`config.mk`:
```
export PLATFORM = sky130hd
export DESIGN_NAME = intc_arbiter
export DESIGN_NICKNAME = d
export VERILOG_FILES = /design/src/rtl/intc_pkg.sv /design/src/rtl/intc_prio_enc.sv /design/src/rtl/intc_arbiter.sv
export SDC_FILE = /design/constraint.sdc
export NUM_CORES = 1
export LEC_CHECK = 0
export CAP_MARGIN = 5
export CORE_ASPECT_RATIO = 1.25
export CORE_UTILIZATION = 35
export CTS_BUF_LIST = sky130_fd_sc_hd__clkbuf_2 sky130_fd_sc_hd__clkbuf_4 sky130_fd_sc_hd__clkbuf_8
export DETAILED_ROUTE_END_ITERATION = 8
export PLACE_DENSITY = 0.67
export SYNTH_ARGS = -nofsm -noshare
export SYNTH_HDL_FRONTEND = slang
export SYNTH_HIERARCHICAL = 1
export SYNTH_SLANG_ARGS = --single-unit
```
`constraint.sdc`:
```
create_clock -name clk -period 3.33 [get_ports clk]
set_input_delay 0.333 -clock clk [delete_from_list [all_inputs] [get_ports clk]]
set_output_delay 0.333 -clock clk [all_outputs]
set_load 0.01 [all_outputs]
```
`src/rtl/intc_pkg.sv`:
```
// ----------------------------------------------------------------------------
// intc_pkg
// Shared definitions for the interrupt controller arbiter:
//   - intc_state_t : request/service FSM states
//   - RST_STATE / RST_BIT : values every register takes on reset
//   - intc_vec_w() : width of a line index for a given number of lines
// ----------------------------------------------------------------------------
package intc_pkg;

    typedef enum logic [1:0] {
        IDLE    = 2'd0,
        REQ_INT = 2'd1,
        REQ_NMI = 2'd2,
        SERVICE = 2'd3
    } intc_state_t;

    localparam intc_state_t RST_STATE = IDLE;
    localparam logic        RST_BIT   = 1'b0;

    // Index width for n lines; never below one bit so a single line still has a port.
    function automatic int intc_vec_w(input int n);
        return (n > 32'sd1) ? $clog2(n) : 32'sd1;
    endfunction

endpackage

```
`src/rtl/intc_prio_enc.sv`:
```
// ----------------------------------------------------------------------------
// intc_prio_enc
// Combinational find-first-set over the eligible request vector. The search
// begins at index 'base' and wraps around, so base = 0 gives fixed priority
// with index 0 highest.
// Ports:
//   eligible [N_IRQ] in  : candidate request bits
//   base     [VEC_W] in  : first index examined
//   found           out  : at least one eligible bit exists
//   id       [VEC_W] out : index of the first eligible bit at or after base
// ----------------------------------------------------------------------------
module intc_prio_enc
    import intc_pkg::*;
#(
    parameter int N_IRQ = 8,
    parameter int VEC_W = intc_vec_w(N_IRQ)
) (
    input  logic [N_IRQ-1:0] eligible,
    input  logic [VEC_W-1:0] base,
    output logic             found,
    output logic [VEC_W-1:0] id
);

    int               sum_v;
    logic [VEC_W-1:0] idx_v;

    // Walk the lines from base upward with wrap-around; the first hit is the winner.
    always_comb begin
        found = 1'b0;
        id    = '0;
        sum_v = 32'sd0;
        idx_v = '0;
        for (int i = 0; i < N_IRQ; i++) begin
            sum_v = int'(base) + i;
            idx_v = (sum_v >= N_IRQ) ? VEC_W'(sum_v - N_IRQ) : VEC_W'(sum_v);
            if (!found && eligible[idx_v]) begin
                found = 1'b1;
                id    = idx_v;
            end else begin
                found = found;
            end
        end
    end

endmodule

```
`src/rtl/intc_arbiter.sv`:
```
// ----------------------------------------------------------------------------
// intc_arbiter
// Interrupt controller in front of the cpu. Captures rising edges on the
// maskable request lines and the NMI source, masks and prioritises them,
// raises INT / NMI towards the cpu, and on INA presents the winning vector.
// Further requests are held off until software pulses eoi.
//
// Build option: define INTC_ROTATE_PRIO_EN for rotating priority (search
// starts after the most recently acknowledged line). Without it, priority is
// fixed with line 0 highest.
//
// Ports:
//   clk, rst_n         clock, asynchronous active-low reset
//   irq[N_IRQ]         maskable requests, rising-edge triggered
//   nmi_src            non-maskable request, rising-edge triggered
//   mask_we/mask_wdata mask register write (1 = line masked)
//   gdis               software global disable of maskable interrupts
//   eoi                end-of-interrupt pulse
//   INA                acknowledge pulse from the cpu
//   INT, NMI           requests to the cpu (registered)
//   INT_Disable        gdis | in-service (registered)
//   irq_vec            id of last acknowledged maskable line
//   irq_is_nmi         last acknowledge was the NMI
//   vec_valid          one-cycle pulse after an accepted acknowledge
//   pending, mask      latched request bits and mask register
// ----------------------------------------------------------------------------
module intc_arbiter
    import intc_pkg::*;
#(
    parameter int N_IRQ = 8,
    parameter int VEC_W = intc_vec_w(N_IRQ)
) (
    input  logic             clk,
    input  logic             rst_n,
    input  logic [N_IRQ-1:0] irq,
    input  logic             nmi_src,
    input  logic             mask_we,
    input  logic [N_IRQ-1:0] mask_wdata,
    input  logic             gdis,
    input  logic             eoi,
    input  logic             INA,
    output logic             INT,
    output logic             NMI,
    output logic             INT_Disable,
    output logic [VEC_W-1:0] irq_vec,
    output logic             irq_is_nmi,
    output logic             vec_valid,
    output logic [N_IRQ-1:0] pending,
    output logic [N_IRQ-1:0] mask
);

    intc_state_t      state_r;
    intc_state_t      state_nxt_s;
    logic [N_IRQ-1:0] irq_q_r;
    logic [N_IRQ-1:0] pending_r;
    logic [N_IRQ-1:0] mask_r;
    logic             nmi_q_r;
    logic             nmi_pend_r;
    logic [VEC_W-1:0] cur_id_r;
    logic [VEC_W-1:0] cur_id_nxt_s;

    logic [N_IRQ-1:0] eligible_s;
    logic [N_IRQ-1:0] pend_set_s;
    logic [N_IRQ-1:0] pend_clr_s;
    logic             nmi_set_s;
    logic             win_found_s;
    logic [VEC_W-1:0] win_id_s;
    logic [VEC_W-1:0] base_s;
    logic             ack_int_s;
    logic             ack_nmi_s;

    assign eligible_s = pending_r & ~mask_r;
    assign pend_set_s = irq & ~irq_q_r;
    assign nmi_set_s  = nmi_src & ~nmi_q_r;
    assign pending    = pending_r;
    assign mask       = mask_r;

`ifdef INTC_ROTATE_PRIO_EN
    logic [VEC_W-1:0] rot_ptr_r;

    // Rotation pointer: move past the line that was just acknowledged.
    always_ff @(posedge clk or negedge rst_n) begin
        if (!rst_n) begin
            rot_ptr_r <= '0;
        end else if (ack_int_s) begin
            rot_ptr_r <= (cur_id_r == VEC_W'(N_IRQ - 1)) ? '0 : cur_id_r + VEC_W'(1);
        end else begin
            rot_ptr_r <= rot_ptr_r;
        end
    end

    assign base_s = rot_ptr_r;
`else
    assign base_s = '0;
`endif

    intc_prio_enc #(
        .N_IRQ (N_IRQ),
        .VEC_W (VEC_W)
    ) u_prio_enc (
        .eligible (eligible_s),
        .base     (base_s),
        .found    (win_found_s),
        .id       (win_id_s)
    );

    // Next-state logic; NMI pre-empts a maskable request that is still waiting for INA.
    always_comb begin
        state_nxt_s  = state_r;
        cur_id_nxt_s = cur_id_r;
        ack_int_s    = 1'b0;
        ack_nmi_s    = 1'b0;
        case (state_r)
            IDLE: begin
                if (nmi_pend_r) begin
                    state_nxt_s = REQ_NMI;
                end else if (win_found_s && !gdis) begin
                    state_nxt_s  = REQ_INT;
                    cur_id_nxt_s = win_id_s;
                end else begin
                    state_nxt_s = IDLE;
                end
            end
            REQ_INT: begin
                if (nmi_pend_r) begin
                    state_nxt_s = REQ_NMI;
                end else if (gdis || !eligible_s[cur_id_r]) begin
                    // Request vanished (masked or globally disabled) before the cpu took it.
                    state_nxt_s = IDLE;
                end else if (INA) begin
                    ack_int_s   = 1'b1;
                    state_nxt_s = SERVICE;
                end else begin
                    state_nxt_s = REQ_INT;
                end
            end
            REQ_NMI: begin
                if (INA) begin
                    ack_nmi_s   = 1'b1;
                    state_nxt_s = SERVICE;
                end else begin
                    state_nxt_s = REQ_NMI;
                end
            end
            SERVICE: begin
                if (eoi) begin
                    state_nxt_s = IDLE;
                end else begin
                    state_nxt_s = SERVICE;
                end
            end
            default: begin
                state_nxt_s = IDLE;
            end
        endcase
    end

    // One-hot clear of the line being acknowledged.
    always_comb begin
        pend_clr_s = '0;
        if (ack_int_s) begin
            pend_clr_s[cur_id_r] = 1'b1;
        end else begin
            pend_clr_s = '0;
        end
    end

    // Core state: FSM, edge-detect history, pending bits (set beats clear), mask.
    always_ff @(posedge clk or negedge rst_n) begin
        if (!rst_n) begin
            state_r    <= RST_STATE;
            cur_id_r   <= '0;
            irq_q_r    <= '0;
            nmi_q_r    <= RST_BIT;
            pending_r  <= '0;
            nmi_pend_r <= RST_BIT;
            mask_r     <= '0;
        end else begin
            state_r    <= state_nxt_s;
            cur_id_r   <= cur_id_nxt_s;
            irq_q_r    <= irq;
            nmi_q_r    <= nmi_src;
            pending_r  <= (pending_r & ~pend_clr_s) | pend_set_s;
            nmi_pend_r <= (nmi_pend_r & ~ack_nmi_s) | nmi_set_s;
            if (mask_we) begin
                mask_r <= mask_wdata;
            end else begin
                mask_r <= mask_r;
            end
        end
    end

    // Cpu-facing outputs, registered from the current state and acknowledge decode.
    always_ff @(posedge clk or negedge rst_n) begin
        if (!rst_n) begin
            INT         <= RST_BIT;
            NMI         <= RST_BIT;
            INT_Disable <= RST_BIT;
            vec_valid   <= RST_BIT;
            irq_is_nmi  <= RST_BIT;
            irq_vec     <= '0;
        end else begin
            INT         <= (state_r == REQ_INT);
            NMI         <= (state_r == REQ_NMI);
            INT_Disable <= gdis | (state_r == SERVICE);
            vec_valid   <= ack_int_s | ack_nmi_s;
            if (ack_int_s) begin
                irq_vec    <= cur_id_r;
                irq_is_nmi <= 1'b0;
            end else if (ack_nmi_s) begin
                // irq_vec keeps the last maskable id; irq_is_nmi marks this ack.
                irq_is_nmi <= 1'b1;
            end else begin
                irq_is_nmi <= irq_is_nmi;
            end
        end
    end

endmodule

```
# Word level (Yosys, flattened, before mapping)
# Cells that the tools add are included.
dict set report totals {
  regBits 39
  elab_cells 90
}
dict set report classes {
  order_cmp 2
  n_eq_ne 3
  muxes 35
  bitwise 15
  reduce_logical 22
}
# cell count
set op_table {}
lappend op_table {{8-bit AND} 3}
lappend op_table {{8-bit inverter} 3}
lappend op_table {{1-bit 2-to-1 mux} 20}
lappend op_table {{2-bit 2-to-1 mux} 7}
lappend op_table {{3-bit 2-to-1 mux} 4}
lappend op_table {{1-bit logical AND} 9}
lappend op_table {{1-bit zero test} 9}
lappend op_table {{8-bit 2-to-1 mux} 1}
lappend op_table {{8-bit OR} 1}
lappend op_table {{2-bit one-hot mux with 4 select lines} 1}
lappend op_table {{2-bit == test (second input constant)} 2}
lappend op_table {{3-bit by 4-bit < comparator with 1-bit output (second input constant)} 1}
lappend op_table {{1-bit binary-select mux with 3-bit select} 1}
lappend op_table {{1-bit demux with 3-bit select} 1}
lappend op_table {{3-bit by 1-bit >= comparator with 1-bit output (second input constant)} 1}
lappend op_table {{1-bit inverter} 3}
lappend op_table {{1-bit OR} 3}
lappend op_table {{3-bit AND reduction} 1}
lappend op_table {{1-bit AND} 2}
lappend op_table {{2-bit by 1-bit == test with 1-bit output (second input constant)} 1}
lappend op_table {{2-bit zero test} 1}
lappend op_table {{2-bit nonzero test} 1}
lappend op_table {{1-bit logical OR} 1}

# Depth between registers and ports, before layout
dict set report logic_depth {
  depth_word 28
  ltp_mapped 14
  mapped_depth_nobuf 11
}

# Cells and area by module
# The synthesis kept the hierarchy.
# mod n_inst cells_each area_each_um2 seq_area_each_um2
set modules_own_cells {}
lappend modules_own_cells {intc_arbiter 1 132 1625.3 975.9}
lappend modules_own_cells {intc_prio_enc 1 121 1081.0 0.0}

# Worst setup path before layout
# OpenSTA, ideal clock, no wires.
dict set report synth_path {
  path_type {flip-flop to flip-flop}
  startpoint {register pending_r[5] (netlist: pending[5])}
  endpoint {register cur_id_r[1]}
  setup_time_ps 125
  arrival_time_ps 2360
  setup_slack_ps 845
  path_stages_with_launch 9
  path_buffers 0
  path_cell_list {dfrtp_1 > nor2b_1 > mux4_2 > mux2_4 > or2_1 > nor3_2 > nand2_1 > nor4b_4 > mux2_2}
}
dict set report synth_between {
  elab_chain_cells 11
}
# element line_no
set synth_lines {}
lappend synth_lines {{start: declaration} intc_arbiter.sv:55} ;# logic [N_IRQ-1:0] pending_r;
lappend synth_lines {{start signal: assignment} intc_arbiter.sv:183} ;# pending_r <= (pending_r & ~pend_clr_s) | pend_set_s;
lappend synth_lines {{8-bit AND *} intc_arbiter.sv:72} ;# assign eligible_s = pending_r & ~mask_r;
lappend synth_lines {{net eligible_s[5]} intc_arbiter.sv:62} ;# logic [N_IRQ-1:0] eligible_s;
lappend synth_lines {{1-bit logical AND *} intc_prio_enc.sv:36} ;# if (!found && eligible[idx_v]) begin
lappend synth_lines {{1-bit 2-to-1 mux *} intc_prio_enc.sv:36}
lappend synth_lines {{1-bit zero test} intc_prio_enc.sv:36}
lappend synth_lines {{1-bit logical AND} intc_prio_enc.sv:36}
lappend synth_lines {{1-bit 2-to-1 mux *} intc_prio_enc.sv:36}
lappend synth_lines {{1-bit zero test} intc_prio_enc.sv:36}
lappend synth_lines {{1-bit logical AND} intc_prio_enc.sv:36}
lappend synth_lines {{1-bit 2-to-1 mux *} intc_prio_enc.sv:36}
lappend synth_lines {{net win_found_s} intc_arbiter.sv:66} ;# logic win_found_s;
lappend synth_lines {{1-bit logical AND *} intc_arbiter.sv:117} ;# end else if (win_found_s && !gdis) begin
lappend synth_lines {{3-bit AND reduction (no line) *} n/a}
lappend synth_lines {{end signal: assignment} intc_arbiter.sv:180} ;# cur_id_r <= cur_id_nxt_s;
lappend synth_lines {{end: declaration} intc_arbiter.sv:59} ;# logic [VEC_W-1:0] cur_id_r;
# Mark *: on every way through the listed nets, which the timed path passes. The rest lies on a longest branch.
# A chain may end at the register's enable or synchronous reset.

# Final worst setup path
dict set report layout_path {
  startpoint {register mask_r[1] (netlist: mask[1])}
  endpoint {register cur_id_r[1]}
}
dict set report layout_between {
  elab_chain_cells 24
}
# element line_no
set layout_lines {}
lappend layout_lines {{start: declaration} intc_arbiter.sv:56} ;# logic [N_IRQ-1:0] mask_r;
lappend layout_lines {{start signal: assignment} intc_arbiter.sv:186} ;# mask_r <= mask_wdata;
lappend layout_lines {{start signal: assignment} intc_arbiter.sv:188} ;# mask_r <= mask_r;
lappend layout_lines {{8-bit inverter *} intc_arbiter.sv:72}
lappend layout_lines {{8-bit AND *} intc_arbiter.sv:72}
lappend layout_lines {{net eligible_s[1]} intc_arbiter.sv:62}
lappend layout_lines {{1-bit logical AND *} intc_prio_enc.sv:36}
lappend layout_lines {{1-bit 2-to-1 mux *} intc_prio_enc.sv:36}
lappend layout_lines {{1-bit zero test} intc_prio_enc.sv:36}
lappend layout_lines {{1-bit logical AND} intc_prio_enc.sv:36}
lappend layout_lines {{1-bit 2-to-1 mux *} intc_prio_enc.sv:36}
lappend layout_lines {{(+10 left out)} n/a}
lappend layout_lines {{1-bit logical AND} intc_prio_enc.sv:36}
lappend layout_lines {{1-bit 2-to-1 mux *} intc_prio_enc.sv:36}
lappend layout_lines {{1-bit zero test} intc_prio_enc.sv:36}
lappend layout_lines {{1-bit logical AND} intc_prio_enc.sv:36}
lappend layout_lines {{1-bit 2-to-1 mux *} intc_prio_enc.sv:36}
lappend layout_lines {{net win_found_s} intc_arbiter.sv:66}
lappend layout_lines {{1-bit logical AND *} intc_arbiter.sv:117}
lappend layout_lines {{3-bit AND reduction (no line) *} n/a}
# Marked as above.

==> metrics.cfg <==
[run_status]
outcome=finished clean

[final_layout]
utilization=0.451
nets=331
final-seq-area_um2=976
area_delta_synth_final_pct=23.9
drive_gt1_frac=0.179
diodes=0
final_cell_count_no_fill=399
multiInputGateArea_um2=1600
final_area_um2=3350
fillCellCount=722

[clock_tree]
cts-buffers-inserted=5
tritoncts=yes
clock_path_buffers=2
insertion_delay_ns=0.29
htree_levels=2
cts-root-buf=clkbuf_8
holdBufCountCts=0
cts.sinks=39
cts.repair.resized=0
postCtsSetupBuffers=0
path_clk_slew_ns=0.08

[detailed_routing]
drt_wl_total_um=6010
wl_per_cell_um=15.1
firstDrtPassIters=4
vias_per_cell=5.50
vias=2195
dr.first_iter.drc_count=157
ant_nets=0
drc_errors=0

[floorplan]
placementRows=35
start_util=0.364
coreArea_um2=7440
die_w_um=80.7
die-area_um2=8090
die_h_um=100
ioPinCount=47

[power_and_ir_drop]
p_leak_nw=1.38
power_density_nw_per_um2=502
peakVddDrop_uv=420

[setup_path]
worstReg2RegEnd=cur_id_r[1]$_DFFE_PN0P_
required_ns=3.51
ff2ff_path_depth=9
end_kind=flip-flop
critPathArrivalTime_ns=2.87
cp_max_fo=11
r2r_slack_ns=0.64
worstSetupStartpoint=mask[1]$_DFFE_PN0P_
start_kind=flip-flop
worstSetupPathType=flip-flop to flip-flop
r2r_start=mask[1]$_DFFE_PN0P_
crit_end=cur_id_r[1]$_DFFE_PN0P_

[sta]
tightest_slew_ns=0.851
min_period_ns=2.69
relSlewSlack=0.433
setup_viol=0
fmax_mhz=372
slew_viol_final=0
fin_skew_ns=0.00571
finalSetupTns_ns=0
rsz0062_at_grt=false
final.period_utilization=0.808
hold_violations=0

[global_routing]
grt_overflow=0
grt_pass1_vias=2192
grt_max_degree=40
grt_pass1_wl_um=10400
grt_usage=0.162
antenna_found_initial=0

[logic_synthesis]
yosysUniqueCellTypes=63
synth_seq_area_share=0.361
avgSynthCellArea_um2=10.7
synth_async_sr_flop_share=1.00
netlist_instances=253
yosysWarningCount=6
yosys_register_bits=39
netlist_area_um2=2710
synth-edff-count=0
ys.flop_type=dfrtp_1

[place]
dpl.hpwl_um=4510
place.gp.congestion=0.876
io_buffers=46
dpl_cell_area_um2=3270
place_inst=391

[run]
max_cap_violations=0

[worst_hold_path]
hold_class=primary input to asynchronous set/reset pin

-- critical path, cell delays in order, from the launching register on --
cell and delay (ns):
dfrtp_1 0.40, and2b_1 0.38, nor2b_1 0.17, a2111oi_0 0.07, o41a_1 0.44, o21ai_2 0.27
nor3_2 0.11, nand2_1 0.08, nor4b_4 0.30, mux2_2 0.38
-- cells in the mapped netlist, types with 2 or more instances --
cell / number / area, µm²
a22oi_1: 2 / 15.0
dfrtp_1: 39 / 976
nand2b_1: 2 / 12.5
a2111oi_0: 2 / 17.5
ha_1: 2 / 25.0
mux2i_1: 7 / 70.1
a31oi_1: 4 / 25.0
xor2_1: 2 / 17.5
o311a_1: 2 / 20.0
o21ai_0: 18 / 90.1
and3_1: 3 / 18.8
a21oi_1: 11 / 55.1
buf_2: 6 / 30.0
mux4_1: 5 / 131
nand2_1: 20 / 75.1
a21o_1: 7 / 52.6
mux2_4: 4 / 60.1
a22o_1: 3 / 26.3
mux4_2: 10 / 225
or2b_1: 2 / 15.0
mux2_2: 13 / 146
nor4_1: 4 / 25.0
nor2_1: 14 / 52.6
buf_6: 2 / 22.5
inv_1: 17 / 63.8
nor2b_1: 12 / 75.1
nand3_1: 3 / 15.0
clkbuf_1: 2 / 7.51
-- power by group --
group | leakage [nW] | internal (mW) | switching, mW | total [mW]
sequential | 0.437 | 0.557 | 0.0956 | 0.652
combinational | 0.898 | 0.357 | 0.354 | 0.712
clock | 0.0491 | 0.163 | 0.158 | 0.321
-- placed cells by master (no fill, tap or decap), types with 2 or more instances in the layout --
cell             count
mux4_2              10
xor2_1               2
nor2_1              14
conb_1               6
a2111oi_0            2
buf_4                6
inv_1               17
clkdlybuf4s50_1     45
nand3_1              3
o311a_1              2
a21oi_1             11
mux2_4               4
ha_1                 2
a22o_1               3
clkinv_2             2
dfrtp_1             39
o21ai_0             18
nor4_1               4
or2b_1               2
clkbuf_4             2
nor2b_1             12
nand2b_1             2
a31oi_1              4
mux2i_1              7
mux4_1               5
mux2_2              13
a22oi_1              2
nand2_1             20
and3_1               3
a21o_1               7
clkbuf_8             5
-- stage by stage --
stage	setup WS [ns]	hold slack, ns	power [mW]
2_1_floorplan	0.845	0.0374	1.13
4_1_cts	0.654	0.186	1.69
6_report	0.640	0.155	1.68
5_1_grt	0.424	0.227	1.80
3_3_place_gp	0.742	0.401	1.35
3_5_place_dp	0.681	0.412	1.36
-- layout make-up --
type                       instances  area share
timing repair buffer              52       0.149
multi-input combinational        189       0.477
clock buffer                       7      0.0250
inverter                          19      0.0216
sequential                        39       0.291
tap                               92      0.0343
clock inverter                     1     0.00149
-- sequential cells by signal, summed over array words and instances (netlist names) --
signal / cells
irq_is_nmi: 1
nmi_q_r: 1
vec_valid: 1
irq_q_r: 8
INT: 1
mask: 8
NMI: 1
state_r: 2
pending: 8
irq_vec: 3
nmi_pend_r: 1
INT_Disable: 1
cur_id_r: 3
-- cells by family after synthesis --
group	after synthesis	synth area share
simple gates	71	0.146
fa+ha+maj	2	0.00924
compound gates	67	0.176
buf+inv	30	0.0545
mux	40	0.242
other cells	1	0.00139
flops	39	0.361
xor+xnor	3	0.00971
-- routing by layer --
layer  vias up  global-route usage  wire length (µm)
li1       1046                   -                 -
met1      1083               0.201              2620
met2        58               0.287              3100
met3         8              0.0173               186
met4         0              0.0563               102
met5         -                   0                 0
-- worst min path at each step --
stage	startpoint	to	slack (ns)	depth (start not counted)
floorplan	rst_n	INT$_DFF_PN0_	0.04	0
global placement	nmi_q_r$_DFF_PN0_	nmi_pend_r$_DFF_PN0_	0.40	1
detailed placement	nmi_q_r$_DFF_PN0_	nmi_pend_r$_DFF_PN0_	0.41	1
CTS	rst_n	pending[7]$_DFF_PN0_	0.19	1
global route	rst_n	mask[5]$_DFFE_PN0P_	0.23	1
finish	rst_n	mask[5]$_DFFE_PN0P_	0.16	1
Note: power is estimated with default switching activity, not from simulation.
==> variant (same settings) <==
Build with the macro `INTC_ROTATE_PRIO_EN` defined.
--- a/src/rtl/intc_arbiter.sv
+++ b/src/rtl/intc_arbiter.sv
@@ -25,4 +25,6 @@
 //   pending, mask      latched request bits and mask register
 // ----------------------------------------------------------------------------
+`define INTC_ROTATE_PRIO_EN
+
 module intc_arbiter
     import intc_pkg::*;
Behaviour: not the same (a bounded check fails within 10 cycles, from zero or initial values and one cycle with rst_n low).
==> variant against the original RTL <==
Routed wire length increased by 8.6%; clock skew up 2.5 ps; final cell count is 2.5% higher; synthesized area up 5.7%; setup slack worse by 360 ps; sequential cell count is 3 higher; critical path type unchanged; final area increased by 4.4%.
Power is not compared: it rests on default switching activity, and its combinational part moved more than twofold at a synthesized area within 25%.
==> variant: results (changes against the original RTL) <==
Synthesis
  • Mapped Nets: a little under 300
  • EDFF count, synth: 0 (unchanged)
  • Ys async rst share: 1.00 (unchanged)
  • Yosys warnings: 6 (unchanged)
  • Syn Inst Count: 267 (was 253)
  • Synth area leaders: dfrtp_1, mux4_2, mux2_2 (unchanged)
  • Cell variety after synth: 61 (was 63)
  • Register area share after synthesis: 0.367 (was 0.361)
  • Synth top cells by count: dfrtp_1, inv_1, nor2_1 (was dfrtp_1, nand2_1, o21ai_0)

Power
  • Leakage: roughly 1.5 nW
  • Worst vdd ir: roughly 0.58 mV

CTS
  • Post-CTS setup buffers: 0 (unchanged)
  • Clk_lat worst skew: 290 ps (about the same)
  • Root buf cell: clkbuf_8 (unchanged)
  • Clk buf depth: 2 (unchanged)
  • Num CTS Buffers: 5 (unchanged)
  • # H-tree levels: 2 (unchanged)
  • Clock slew at reported path FFs: ~70 ps

Routing
  • Wire length per cell: 16.0 µm (was 15.1 µm)
  • Pre-antenna DRT Iters: 4 (unchanged)
  • Via/cell ratio: 5.61 (was 5.50)
  • Initial DRC count: 98 (was 157)
  • Final wirelength: 6530 µm (was 6010 µm)

Timing
  • Worst Clk Skew: 8.24 ps (was 5.71 ps)
  • Relative slew slack: 0.394 (was 0.433)
  • Fin. Hold Viols: 0 (unchanged)

GRT
  • First-pass GRT wire length: 11100 µm (was 10400 µm)
  • Pin count of the biggest net entering global routing: 43 (was 40)
  • Initial antenna violation count: 0 (unchanged)
  • Total global-route track usage: 0.161 (was 0.162)
  • Vias in the first global route: 2262 (was 2192)

Placed design
  • Hpwl dp: 4780 µm (was 4510 µm)
  • Routability cong.: 0.835 (was 0.876)
  • Number of instances in the placed design: 402 (was 391)
  • DP Area: 3400 µm² (was 3270 µm²)
  • IO Port Bufs: 46 (unchanged)

Critical path
  • Highest net fanout along the worst path: 10 (was 11)
  • Worst r2r path cells: 10 (was 9)
  • CP arrival: 3230 ps (was 2870 ps)
  • Crit Path Category: reg -> reg (unchanged)
  • Crit path from: base_s[0] (was mask[1])
  • R2r endpoint: cur_id_r[0] (was cur_id_r[1])
  • R2r setup slk: 280 ps (was 640 ps)

Hold path
  • Worst min-delay path category: in -> async (unchanged)

Final layout
  • Layout cells sized above 1: 0.194 (was 0.179)
  • Ant diodes: 0 (unchanged)
  • Net count, final: 341 (was 331)

Run status
  • Outcome: finished, final reports clean (unchanged)
-- variant: cell count changes in the layout (fill, tap and decap cells not counted), moves of 3 or more --
cell     unedited run  this run
o21ai_0            18        13
a21o_1              7         3
nor2_1             14        17
mux2_4              4         8
dfrtp_1            39        42
a21oi_1            11        17
conb_1              6         0
nand2_1            20        17
o21ai_1             1         4
-- variant: logic make-up after synthesis --
logic type / share of synthesized area
AO/OA/AOI/OAI: 0.154
XOR/XNOR: 0.00919
adder cells (fa/ha/maj): 0.0175
buffers and inverters: 0.0560
flip-flops: 0.367
multiplexers: 0.254
AND/OR/NAND/NOR: 0.142
-- variant: timing repair --
| item | in CTS | in global routing |
|---|---|---|
| resized for setup | 0 | 4 |
| hold endpoints to repair | 0 | 0 |
| endpoints found under the setup margin | 0 | 3 |
-- variant: layer usage --
layer  wire, µm  global-route usage  vias to the layer above
met3        155              0.0144                       12
met2       3360               0.294                       48
met1       2850               0.198                     1147
met5          0                   0                        -
li1           -                   -                     1088
met4        166              0.0597                        0
-- variant: worst min-delay path by stage --
stage          cells past startpoint    endpoint  slack, ps     from
2_1_floorplan                      0         INT         40    rst_n
3_3_place_gp                       1  nmi_pend_r        410  nmi_q_r
4_1_cts                            1         NMI        210    rst_n
5_1_grt                            1  nmi_pend_r        250    rst_n
6_report                           1         NMI        170    rst_n
3_5_place_dp                       1  nmi_pend_r        420  nmi_q_r
-- variant: stage by stage --
step	hold WS (ps)	worst slack (ps)	utilization
floorplan	37.4	134	-
global placement	405	248	0.434
detailed placement	416	161	0.434
CTS	211	151	0.445
global route	254	105	0.447
finish	175	276	0.447
-- variant: area by class of cell --
type                       instances  area (µm²)
sequential                        42        1050
clock buffer                       7        83.8
tap                               95         119
fill                             764        4340
inverter                          20        75.1
timing repair buffer              53         508
multi-input combinational        192        1670
-- variant: critical path, stage by stage (launching register included) --
cell	delay (ps)
dfrtp_1	410
inv_2	50
ha_1	500
mux4_2	610
a21oi_1	220
o311a_1	220
o21ai_2	110
nor3_2	280
nand2_1	90
nor4b_4	150
mux2_2	290
-- variant: power breakdown --
| part | leakage [nW] | total, mW | switching [mW] | internal, mW |
|---|---|---|---|---|
| clock network | 0.0452 | 0.322 | 0.161 | 0.161 |
| logic | 0.943 | 1.48 | 0.761 | 0.718 |
| registers | 0.482 | 0.715 | 0.120 | 0.595 |
